<file path="config.mk">
export PLATFORM = sky130hd
export DESIGN_NAME = fxp_add_arbiter
export DESIGN_NICKNAME = d
export VERILOG_FILES = /design/src/rtl/fxp_add_arbiter.sv
export SDC_FILE = /design/constraint.sdc
export NUM_CORES = 1
export LEC_CHECK = 0
export ABC_CLOCK_PERIOD_IN_PS = 3950
export BUFFER_PORTS_ARGS = -buffer_cell sky130_fd_sc_hd__buf_4
export CAP_MARGIN = 10
export CORE_ASPECT_RATIO = 1.2
export CORE_UTILIZATION = 40
export CTS_CLUSTER_SIZE = 30
export DETAILED_ROUTE_END_ITERATION = 8
export PLACE_DENSITY = 0.75
export SLEW_MARGIN = 20
export SYNTH_ARGS = -nofsm -noshare
export SYNTH_HDL_FRONTEND = slang
export SYNTH_SLANG_ARGS = --single-unit
</file>
<file path="constraint.sdc">
create_clock -name clk -period 3.95 [get_ports clk]
set_input_delay 0.395 -clock clk [delete_from_list [all_inputs] [get_ports clk]]
set_output_delay 0.395 -clock clk [all_outputs]
set_load 0.03 [all_outputs]
</file>
<file path="src/rtl/fxp_add_arbiter.sv">
// Round-robin arbiter sharing one fixed-point adder among NREQ requesters, with a single registered result slot.
// Optional: define FXP_ADD_ARBITER_SATURATE_EN to clamp overflowing results instead of wrapping.
module fxp_add_arbiter #(
  parameter int NREQ  = 4,
  parameter int WIIA  = 8,
  parameter int WIFA  = 8,
  parameter int WIIB  = 8,
  parameter int WIFB  = 8,
  parameter int WOI   = 8,
  parameter int WOF   = 8,
  parameter int ROUND = 1,
  localparam int IDW  = (NREQ > 2) ? $clog2(NREQ) : 1
) (
  input  logic                       clk,
  input  logic                       rst,
  input  logic [NREQ-1:0]            req_valid,
  output logic [NREQ-1:0]            req_ready,
  input  logic [NREQ*(WIIA+WIFA)-1:0] req_ina,
  input  logic [NREQ*(WIIB+WIFB)-1:0] req_inb,
  output logic                       out_valid,
  input  logic                       out_ready,
  output logic [WOI+WOF-1:0]         out_data,
  output logic                       out_overflow,
  output logic [IDW-1:0]             out_id
);

  localparam int WA  = WIIA + WIFA;
  localparam int WB  = WIIB + WIFB;
  localparam int WO  = WOI + WOF;
  localparam int WII = (WIIA > WIIB) ? WIIA : WIIB;
  localparam int WIF = (WIFA > WIFB) ? WIFA : WIFB;
  localparam int WS  = WII + WIF + 1;
  // Internal integer width leaves headroom so rounding and truncation checks never lose the sign.
  localparam int IW  = (WII + 3 > WOI + 1) ? WII + 3 : WOI + 1;
  localparam int RW  = IW + WOF;

  logic [IDW-1:0] ptr;
  logic [IDW-1:0] gnt;
  logic           gnt_found;
  logic           can_load;
  logic           xfer;

  // NOTE: every combinational output gets a default at the top of the block so no latch is inferred.
  always_comb begin
    int j;
    gnt       = '0;
    gnt_found = 1'b0;
    for (int k = 0; k < NREQ; k++) begin
      j = int'(ptr) + k;
      if (j >= NREQ) j = j - NREQ;
      if (!gnt_found && req_valid[j]) begin
        gnt_found = 1'b1;
        gnt       = IDW'(j);
      end
    end
  end

  assign can_load = !out_valid || out_ready;
  assign xfer     = gnt_found && can_load && !rst;

  always_comb begin
    req_ready = '0;
    if (xfer) req_ready[gnt] = 1'b1;
  end

  logic signed [WA-1:0] a_s;
  logic signed [WB-1:0] b_s;
  logic signed [WS-1:0] a_al;
  logic signed [WS-1:0] b_al;
  logic signed [WS-1:0] sum_s;
  logic signed [RW-1:0] r;

  assign a_s   = req_ina[gnt*WA +: WA];
  assign b_s   = req_inb[gnt*WB +: WB];
  assign a_al  = WS'(a_s) <<< (WIF - WIFA);
  assign b_al  = WS'(b_s) <<< (WIF - WIFB);
  assign sum_s = a_al + b_al;

  generate
    if (WOF >= WIF) begin : g_pad
      assign r = RW'(sum_s) <<< (WOF - WIF);
    end else begin : g_red
      localparam int D = WIF - WOF;
      logic signed [WS:0] bias;
      logic signed [WS:0] biased;
      // Half-away-from-zero: negative values get half-1 so the arithmetic shift still rounds outward.
      always_comb begin
        bias = '0;
        if (ROUND != 0)
          bias = sum_s[WS-1] ? (WS+1)'((1 << (D-1)) - 1) : (WS+1)'(1 << (D-1));
      end
      assign biased = (WS+1)'(sum_s) + bias;
      assign r      = RW'(biased >>> D);
    end
  endgenerate

  logic [RW-WO:0] top_bits;
  logic           ovf;
  logic [WO-1:0]  res;

  assign top_bits = r[RW-1:WO-1];
  assign ovf      = !((&top_bits) || (~|top_bits));

`ifdef FXP_ADD_ARBITER_SATURATE_EN
  assign res = !ovf ? r[WO-1:0]
             : (sum_s[WS-1] ? {1'b1, {(WO-1){1'b0}}} : {1'b0, {(WO-1){1'b1}}});
`else
  assign res = r[WO-1:0];
`endif

  // NOTE: sequential state uses non-blocking assignments so all registers update from pre-edge values.
  always_ff @(posedge clk) begin
    if (rst) begin
      out_valid    <= 1'b0;
      out_data     <= '0;
      out_overflow <= 1'b0;
      out_id       <= '0;
      ptr          <= '0;
    end else if (xfer) begin
      out_valid    <= 1'b1;
      out_data     <= res;
      out_overflow <= ovf;
      out_id       <= gnt;
      ptr          <= (gnt == IDW'(NREQ-1)) ? '0 : gnt + 1'b1;
    end else if (out_ready) begin
      out_valid    <= 1'b0;
    end
  end

endmodule

</file>
==> Flow_metrics.wiki, run 1 <==
{| class="wikitable"
! Metric !! Value
|-
| Antenna Diode Count || 0
|-
| Startpoint of the most critical hold path || out_ready
|-
| Fin crit share || 92.1%
|-
| Util after Layout || 62.3%
|-
| Unrepaired setup endpoints after global routing || no
|-
| Initial standard-cell utilization of the core || 41.8%
|-
| Leak pwr || 2.01 nW
|-
| Slew at the pin closest to its max-slew limit || 0.910 ns
|-
| Critical Path RT || 4.07 ns
|-
| Kind of end point of the critical path || flip-flop
|-
| All-layer global routing usage || 23.7%
|-
| ANT nets after route || 0
|-
| Sequential cell area fraction in the yosys report || 16.4%
|-
| Top cell types by occurrence after synthesis || nand2_1 (143), and3_1 (31), a31oi_1 (30), dfxtp_1 (22), ha_1 (20)
|-
| Classification of the worst-slack hold path || in -> reg
|-
| Average wire per cell in the routed design || 13.3 um
|-
| Worst-case headroom to the max-slew limit || 38.9%
|-
| Shortest period the worst path allows || 3.64 ns
|-
| Count of buffers added by post-CTS timing repair for setup || 0
|-
| Fraction of synthesis flops using an asynchronous set or reset pin || 0%
|-
| Routed wire length || 8570 um
|-
| Max rail drop VDD || 0.000246 V
|-
| Later-pin clock latency in the skew report || 0.27 ns
|-
| Antenna violations before repair || 0
|-
| Startpoint class of the critical path || flip-flop
|-
| Post-DP HPWL || 6860 um
|-
| Post-cts hold buffer count || 0
|-
| Root buffer selected by CTS || clkbuf_8
|-
| Synthesized Nets || 571
|-
| Remaining design rule violation count || 0
|-
| Max-cap check violation count || 0
|-
| Via density per instance || 5.31
|-
| Clock buffer depth || 2
|-
| Final RePlAce weighted congestion || 0.861
|-
| P_int || 1.10 mW
|-
| Post-CTS clock slew at the launch and capture registers of the worst setup and hold paths || 0.08 ns
|-
| Share of total power in the clock network || 9.9%
|-
| Instance count of the mapped netlist || 415
|-
| Number of slew-limit violations in the final report || 0
|-
| Data arrival, critical path || 3.76 ns
|-
| Largest fanout on the critical path || 49
|-
| Cell with the most instances after synthesis || nand2_1
|-
| Iteration-0 DRC Markers || 96
|-
| P_sw || 1.01 mW
|-
| Yosys Warn Count || 0
|-
| Synth top area share || 19.9%
|-
| Number of core rows || 32
|-
| Worst setup skew after layout || 0.00271 ns
|-
| Via count of the first global-routing pass || 3130
|-
| Largest cells by area after synthesis || nand2_1 (20%), dfxtp_1 (16%), ha_1 (9.3%)
|-
| Routed via count || 3422
|-
| Clock sinks || 22
|-
| Synth Area per Inst || 6.49 sq um
|-
| Cell type contributing the most total cell area after synthesis || nand2_1
|-
| WS Path Type || reg -> reg
|-
| Pre-Repair DR Iteration Count || 4
|-
| PortBufs || 158
|-
| Sequential share of power || 16.5%
|-
| Upper clock frequency limit || 275 MHz
|-
| Logic pwr share || 73.6%
|-
| Dominant synthesized flop cell || dfxtp_1
|-
| Post-CTS resize count || 0
|-
| Worst setup path startpoint || ptr[1]$_SDFFE_PP0P_
|-
| Number of enable-type register cells in the synthesized netlist || 0
|-
| Share of total power consumed by net switching || 47.9%
|-
| Core Area || 0.00645 sq mm
|-
| Pin count of the biggest net entering global routing || 50
|-
| FF+latch count, synth || 22
|-
| Area of the mapped netlist || 0.00269 sq mm
|-
| Global-route wire length before repair || 13800 um
|-
| Final number of hold-violating endpoints || 0
|-
| Die Footprint || 0.00706 sq mm
|-
| Ratio of cells with drive above 1 in the final layout || 32.3%
|-
| Reg-to-reg slack, setup || 0.31 ns
|-
| Aggregate global routing overflow || 0
|-
| Boundary pin count || 159
|-
| Number of distinct standard cells referenced by the synthesized netlist || 47
|-
| Sum of negative setup slack || 0 ns
|-
| Maximum level of the CTS H-tree || 1
|-
| Launch point of the worst reg-to-reg path || ptr[1]$_SDFFE_PP0P_
|-
| Setup-failing EPs final || 0
|-
| Pwr Density || 526 mW/mm^2
|-
| Number of buffers created by CTS || 3
|-
| Die extent in y || 91.9 um
|-
| Run status || completed
|-
| NumNets Final || 717
|-
| Layout-stage area growth over the synthesis result || 49.3%
|-
| Clock tree from TritonCTS || built
|-
| Horizontal extent of the die || 76.9 um
|}
[power by group through the flow]
stage	combinational, mW	sequential, mW	clock, mW
2_1_floorplan	0.966	0.482	0
3_3_place_gp	1.52	0.350	0
3_5_place_dp	1.54	0.353	0
4_1_cts	1.55	0.348	0.209
5_1_grt	1.72	0.357	0.221
6_report	1.55	0.348	0.209
[metal layers]
layer / GRT usage (%) / wire [um] / vias up
met5: 0 / 0 / -
met4: 9.62 / 230 / 0
met3: 1.79 / 436 / 23
met2: 42.0 / 4130 / 138
met1: 29.4 / 3770 / 1532
li1: - / - / 1729
[layout by cell type, fill, tap and decap left out, drive strengths merged, types with 3 or more instances in the layout]
master / count
buf: 167
nand2: 144
and3: 31
a31oi: 30
o21ai: 24
dfxtp: 22
ha: 20
nand3b: 19
a21oi: 19
nor2: 10
xnor2: 9
inv: 7
and2: 7
nand3: 6
xor2: 5
nor3: 4
o211ai: 4
nand2b: 3
a211oi: 3
clkbuf: 3
[stage by stage]
stage          total power, mW  hold WS [ns]  cell area, sq um  instances  worst slack [ns]
2_1_floorplan             1.45         0.481              2690        415             0.621
3_3_place_gp              1.87         0.468              3950        641             0.437
3_5_place_dp              1.90         0.476              3950        641             0.380
4_1_cts                   2.11         0.444              4020        645             0.340
5_1_grt                   2.29         0.459              4020        645            0.0203
6_report                  2.11         0.442              4020        645             0.314
[flip-flops by register name, indices dropped and copies added, names as in the netlist]
signal / cells
out_data: 16
out_id: 2
out_overflow: 1
out_valid: 1
ptr: 2
[final timing paths]
path | endpoint | cells past startpoint
worst max register to register | out_data[14]$_SDFFE_PP0P_ | 16
worst min-delay path | out_valid$_SDFFE_PP0P_ | 4
worst min register to register | out_data[0]$_SDFFE_PP0P_ | 2
worst max-delay path | out_data[14]$_SDFFE_PP0P_ | 16
[kinds of logic after synthesis]
group	share of synthesized area, %
and+or+nand+nor	40.7
AOI/OAI and AO/OA	21.9
buffers and inverters	5.76
DFF	16.4
adders and majority gates	10.0
xor gates and xnor gates	4.56
muxes	0.744
[area by class of cell]
class	instances	area (sq um)
Sequential cell	22	440
Clock buffer	3	41.3
Timing Repair Buffer	167	1270
Fill cell	611	2430
Clock inverter	1	30.0
Tap cell	85	106
Inverter	8	30.0
Multi-Input combinational cell	359	2100
[worst max-delay path, stage by stage (launching register included)]
cell,delay [ns]
dfxtp_1,0.48
a21oi_1,0.10
o21a_1,0.20
o22ai_4,0.25
buf_12,0.25
nand2_1,0.07
and3_1,0.16
a31oi_1,0.16
ha_1,0.22
inv_1,0.07
fa_1,0.39
nand2b_1,0.17
a21oi_1,0.23
o2111ai_1,0.18
a21oi_1,0.22
mux2i_1,0.20
o311ai_0,0.13
Note: power is estimated with default switching activity, not from simulation.
==> inputs of run 2 (changes only) <==
--- a/config.mk
+++ b/config.mk
@@ -5,6 +5,7 @@
 export SDC_FILE = /design/constraint.sdc
 export NUM_CORES = 1
 export LEC_CHECK = 0
+export ABC_AREA = 1
 export ABC_CLOCK_PERIOD_IN_PS = 3950
 export BUFFER_PORTS_ARGS = -buffer_cell sky130_fd_sc_hd__buf_4
 export CAP_MARGIN = 10
@@ -12,7 +13,9 @@
 export CORE_UTILIZATION = 40
 export CTS_CLUSTER_SIZE = 30
 export DETAILED_ROUTE_END_ITERATION = 8
-export PLACE_DENSITY = 0.75
+export PLACE_DENSITY = 0.69
+export RECOVER_POWER = 25
+export REMOVE_ABC_BUFFERS = 1
 export SLEW_MARGIN = 20
 export SYNTH_ARGS = -nofsm -noshare
 export SYNTH_HDL_FRONTEND = slang
==> run 2 against run 1 <==
Via count increased by 30%. Synthesized cell count increased by 57%. Clock skew increased by 0.0024 ns. Core utilization decreased by 6.3 points. Register-to-register slack improved by 0.09 ns. Setup slack improved by 0.086 ns. First-iteration DRC count increased by 69%. Cell area increased by 21%. Critical path depth increased by 8.
==> Flow_metrics.wiki, run 2 <==
{| class="wikitable"
! Metric !! Value
|-
| Setup-failing EPs final || 0 (unchanged)
|-
| Sequential cell area fraction in the yosys report || 12.1% (-4.2 points)
|-
| Top register by number of flip-flops || out_data
|-
| Global-route wire length before repair || 17500 um (+27%)
|-
| Dominant synthesized flop cell || dfxtp_1
|-
| Fraction of synthesis flops using an asynchronous set or reset pin || 0% (unchanged)
|-
| Remaining design rule violation count || 0 (unchanged)
|-
| Synth Area per Inst || 5.58 sq um (-14%)
|-
| Slew at the pin closest to its max-slew limit || 0.641 ns (-0.269 ns)
|-
| Final RePlAce weighted congestion || 0.927 (+7.6%)
|-
| Post-CTS clock slew at the launch and capture registers of the worst setup and hold paths || 0.08 ns (about the same)
|-
| Core Area || 0.00870 sq mm (+35%)
|-
| Initial standard-cell utilization of the core || 41.7% (-0.060 points)
|-
| Top cell types by occurrence after synthesis || nand2_1 (191), inv_1 (102), nand3_1 (98), nand3b_1 (64), nor2_1 (34)
|-
| Upper clock frequency limit || 282 MHz (+2.4%)
|-
| Design area || 0.00487 sq mm (+21%)
|-
| Clock sinks || 22 (unchanged)
|-
| Max-cap check violation count || 0 (unchanged)
|-
| Number of inserted filler cells in the final layout || 908 (+49%)
|-
| Aggregate global routing overflow || 0 (unchanged)
|-
| Yosys Warn Count || 0 (unchanged)
|-
| Highest routed layer || met4
|-
| Iteration-0 DRC Markers || 162 (+69%)
|-
| Average wire per cell in the routed design || 11.7 um (-12%)
|-
| Pre-Repair DR Iteration Count || 5 (+1)
|-
| Area of the mapped netlist || 0.00363 sq mm (+35%)
|-
| Number of slew-limit violations in the final report || 0 (unchanged)
|-
| Cell with the most instances after synthesis || nand2_1
|-
| Run status || completed
|-
| Critical Path RT || 4.10 ns (+0.03 ns)
|-
| Fin crit share || 89.9% (-2.2 points)
|-
| Worst setup skew after layout || 0.00513 ns (+0.00242 ns)
|-
| Antenna Diode Count || 0 (unchanged)
|-
| Number of core rows || 37 (+16%)
|-
| Largest fanout on the critical path || 18 (-63%)
|-
| Number of buffers created by CTS || 3 (unchanged)
|-
| Commonest cells after routing, fill and taps aside || nand2_1 (191), buf_4 (154), inv_1 (102)
|-
| PortBufs || 158 (unchanged)
|-
| Data arrival, critical path || 3.70 ns (-0.06 ns)
|-
| Met2 routed WL || 5300 um (+28%)
|-
| FF+latch count, synth || 22 (unchanged)
|-
| Post-DP HPWL || 8440 um (+23%)
|-
| ANT nets after route || 0 (unchanged)
|-
| Kind of end point of the critical path || flip-flop
|-
| Post-route met1 wirelength || 4750 um (+26%)
|-
| Routed via count || 4453 (+30%)
|-
| Boundary pin count || 159 (unchanged)
|-
| Startpoint class of the critical path || flip-flop
|-
| Via count of the first global-routing pass || 4244 (+36%)
|-
| Worst-case headroom to the max-slew limit || 57.2% (+18 points)
|-
| Clock tree from TritonCTS || built
|-
| Later-pin clock latency in the skew report || 0.26 ns (about the same)
|-
| Synth top area share || 19.8% (-0.19 points)
|-
| Horizontal extent of the die || 88.9 um (+16%)
|-
| Shortest period the worst path allows || 3.55 ns (-0.0862 ns)
|-
| Layout-stage area growth over the synthesis result || 34.3%
|-
| Cell type contributing the most total cell area after synthesis || nand2_1
|-
| Die extent in y || 106 um (+16%)
|-
| Instance count of the mapped netlist || 650 (+57%)
|-
| Met3 Routed Length || 456 um (+4.6%)
|-
| Largest registers || out_data (16), out_id (2), ptr (2)
|-
| All-layer global routing usage || 22.5% (-1.3 points)
|-
| Root buffer selected by CTS || clkbuf_8
|-
| NumNets Final || 946 (+32%)
|-
| Number of distinct standard cells referenced by the synthesized netlist || 29 (-38%)
|-
| Antenna violations before repair || 0 (unchanged)
|-
| Hold WS || 0.309 ns (-0.134 ns)
|-
| Die Footprint || 0.00946 sq mm (+34%)
|-
| Classification of the worst-slack hold path || in -> reg
|-
| Clock buffer depth || 2 (unchanged)
|-
| Final number of hold-violating endpoints || 0 (unchanged)
|-
| Number of enable-type register cells in the synthesized netlist || 0 (unchanged)
|-
| Post-detailed-placement cell area || 0.00480 sq mm (+22%)
|-
| WS Path Type || reg -> reg
|-
| Pin count of the biggest net entering global routing || 38 (-24%)
|-
| Routed wire length || 10600 um (+24%)
|-
| Largest cells by area after synthesis || nand2_1 (20%), nand3_1 (14%), nand3b_1 (13%)
|-
| Max FFs per register || 16 (unchanged)
|-
| Most common cell after layout, fill and taps aside || nand2_1
|-
| Ratio of cells with drive above 1 in the final layout || 22.4% (-9.9 points)
|-
| Via density per instance || 4.92 (-7.4%)
|-
| Maximum level of the CTS H-tree || 1 (unchanged)
|}
## run 2: path summary, 6_finish.rpt
path / from / to / slack, ns / cells after the start
min reg2reg: out_data[0]$_SDFFE_PP0P_ / out_data[0]$_SDFFE_PP0P_ / 0.47 / 2
max reg2reg: ptr[0]$_SDFFE_PP0P_ / out_data[12]$_SDFFE_PP0P_ / 0.40 / 24
min: rst / ptr[0]$_SDFFE_PP0P_ / 0.31 / 2
max: ptr[0]$_SDFFE_PP0P_ / out_data[12]$_SDFFE_PP0P_ / 0.40 / 24
## run 2: metal layers
layer  global-route usage [%]  up-vias
met1                     27.6     1965
met5                        0        -
met3                     1.40       12
met2                     41.1      138
met4                     6.80        0
li1                         -     2338
## run 2: logic make-up after synthesis
family                     synth area share (%)
DFF                                        12.1
adders and majority gates                  7.45
xor gates and xnor gates                   2.17
buffers and inverters                      16.9
and+or+nand+nor                            53.6
AOI/OAI and AO/OA                          7.79
## run 2: layout make-up
cell class                      instances  area, sq um  area share (%)
Clock inverter                          1         30.0           0.616
Inverter                              106          405            8.32
Clock buffer                            3         41.3           0.847
Multi-Input combinational cell        490         2590            53.1
Timing Repair Buffer                  167         1220            25.0
Sequential cell                        22          442            9.07
Tap cell                              117          146            3.00
## run 2: what timing repair did
action / in CTS / in global routing
endpoints found under the setup margin: 0 / 12
setup buffers: 0 / 2
hold buffers: 0 / 0
gates resized for setup: 0 / 6
hold endpoints to repair: 0 / 0
## run 2: critical path, stage by stage, from the launching register on
cell	delay (ns)
dfxtp_2	0.47
inv_2	0.11
nand2_1	0.10
nand2_2	0.09
nand2_1	0.09
nand2_1	0.09
nor2_4	0.13
nand4_1	0.22
nand2_4	0.20
buf_4	0.25
nand3_1	0.10
nand2_1	0.07
ha_1	0.21
inv_1	0.07
fa_1	0.39
inv_1	0.09
nand3_1	0.06
nand2_1	0.13
nand3_1	0.08
nand2_1	0.15
nand3_1	0.12
nand2_1	0.07
nand2_1	0.04
nand2_1	0.06
a21oi_1	0.05
## run 2: through the flow
stage               setup slack [ns]  TNS (ns)  util, %  instances
finish                         0.400         0     56.0        906
global route                 -0.0319   -0.0319     56.0        906
global placement               0.283         0     55.2        899
CTS                            0.111         0     56.0        903
floorplan                     -0.315     -1.52        -        617
detailed placement             0.139         0     55.2        899
Power of run 2 is not shown: default switching activity piles up to over one toggle a cycle in this logic, so the estimate is an artifact.
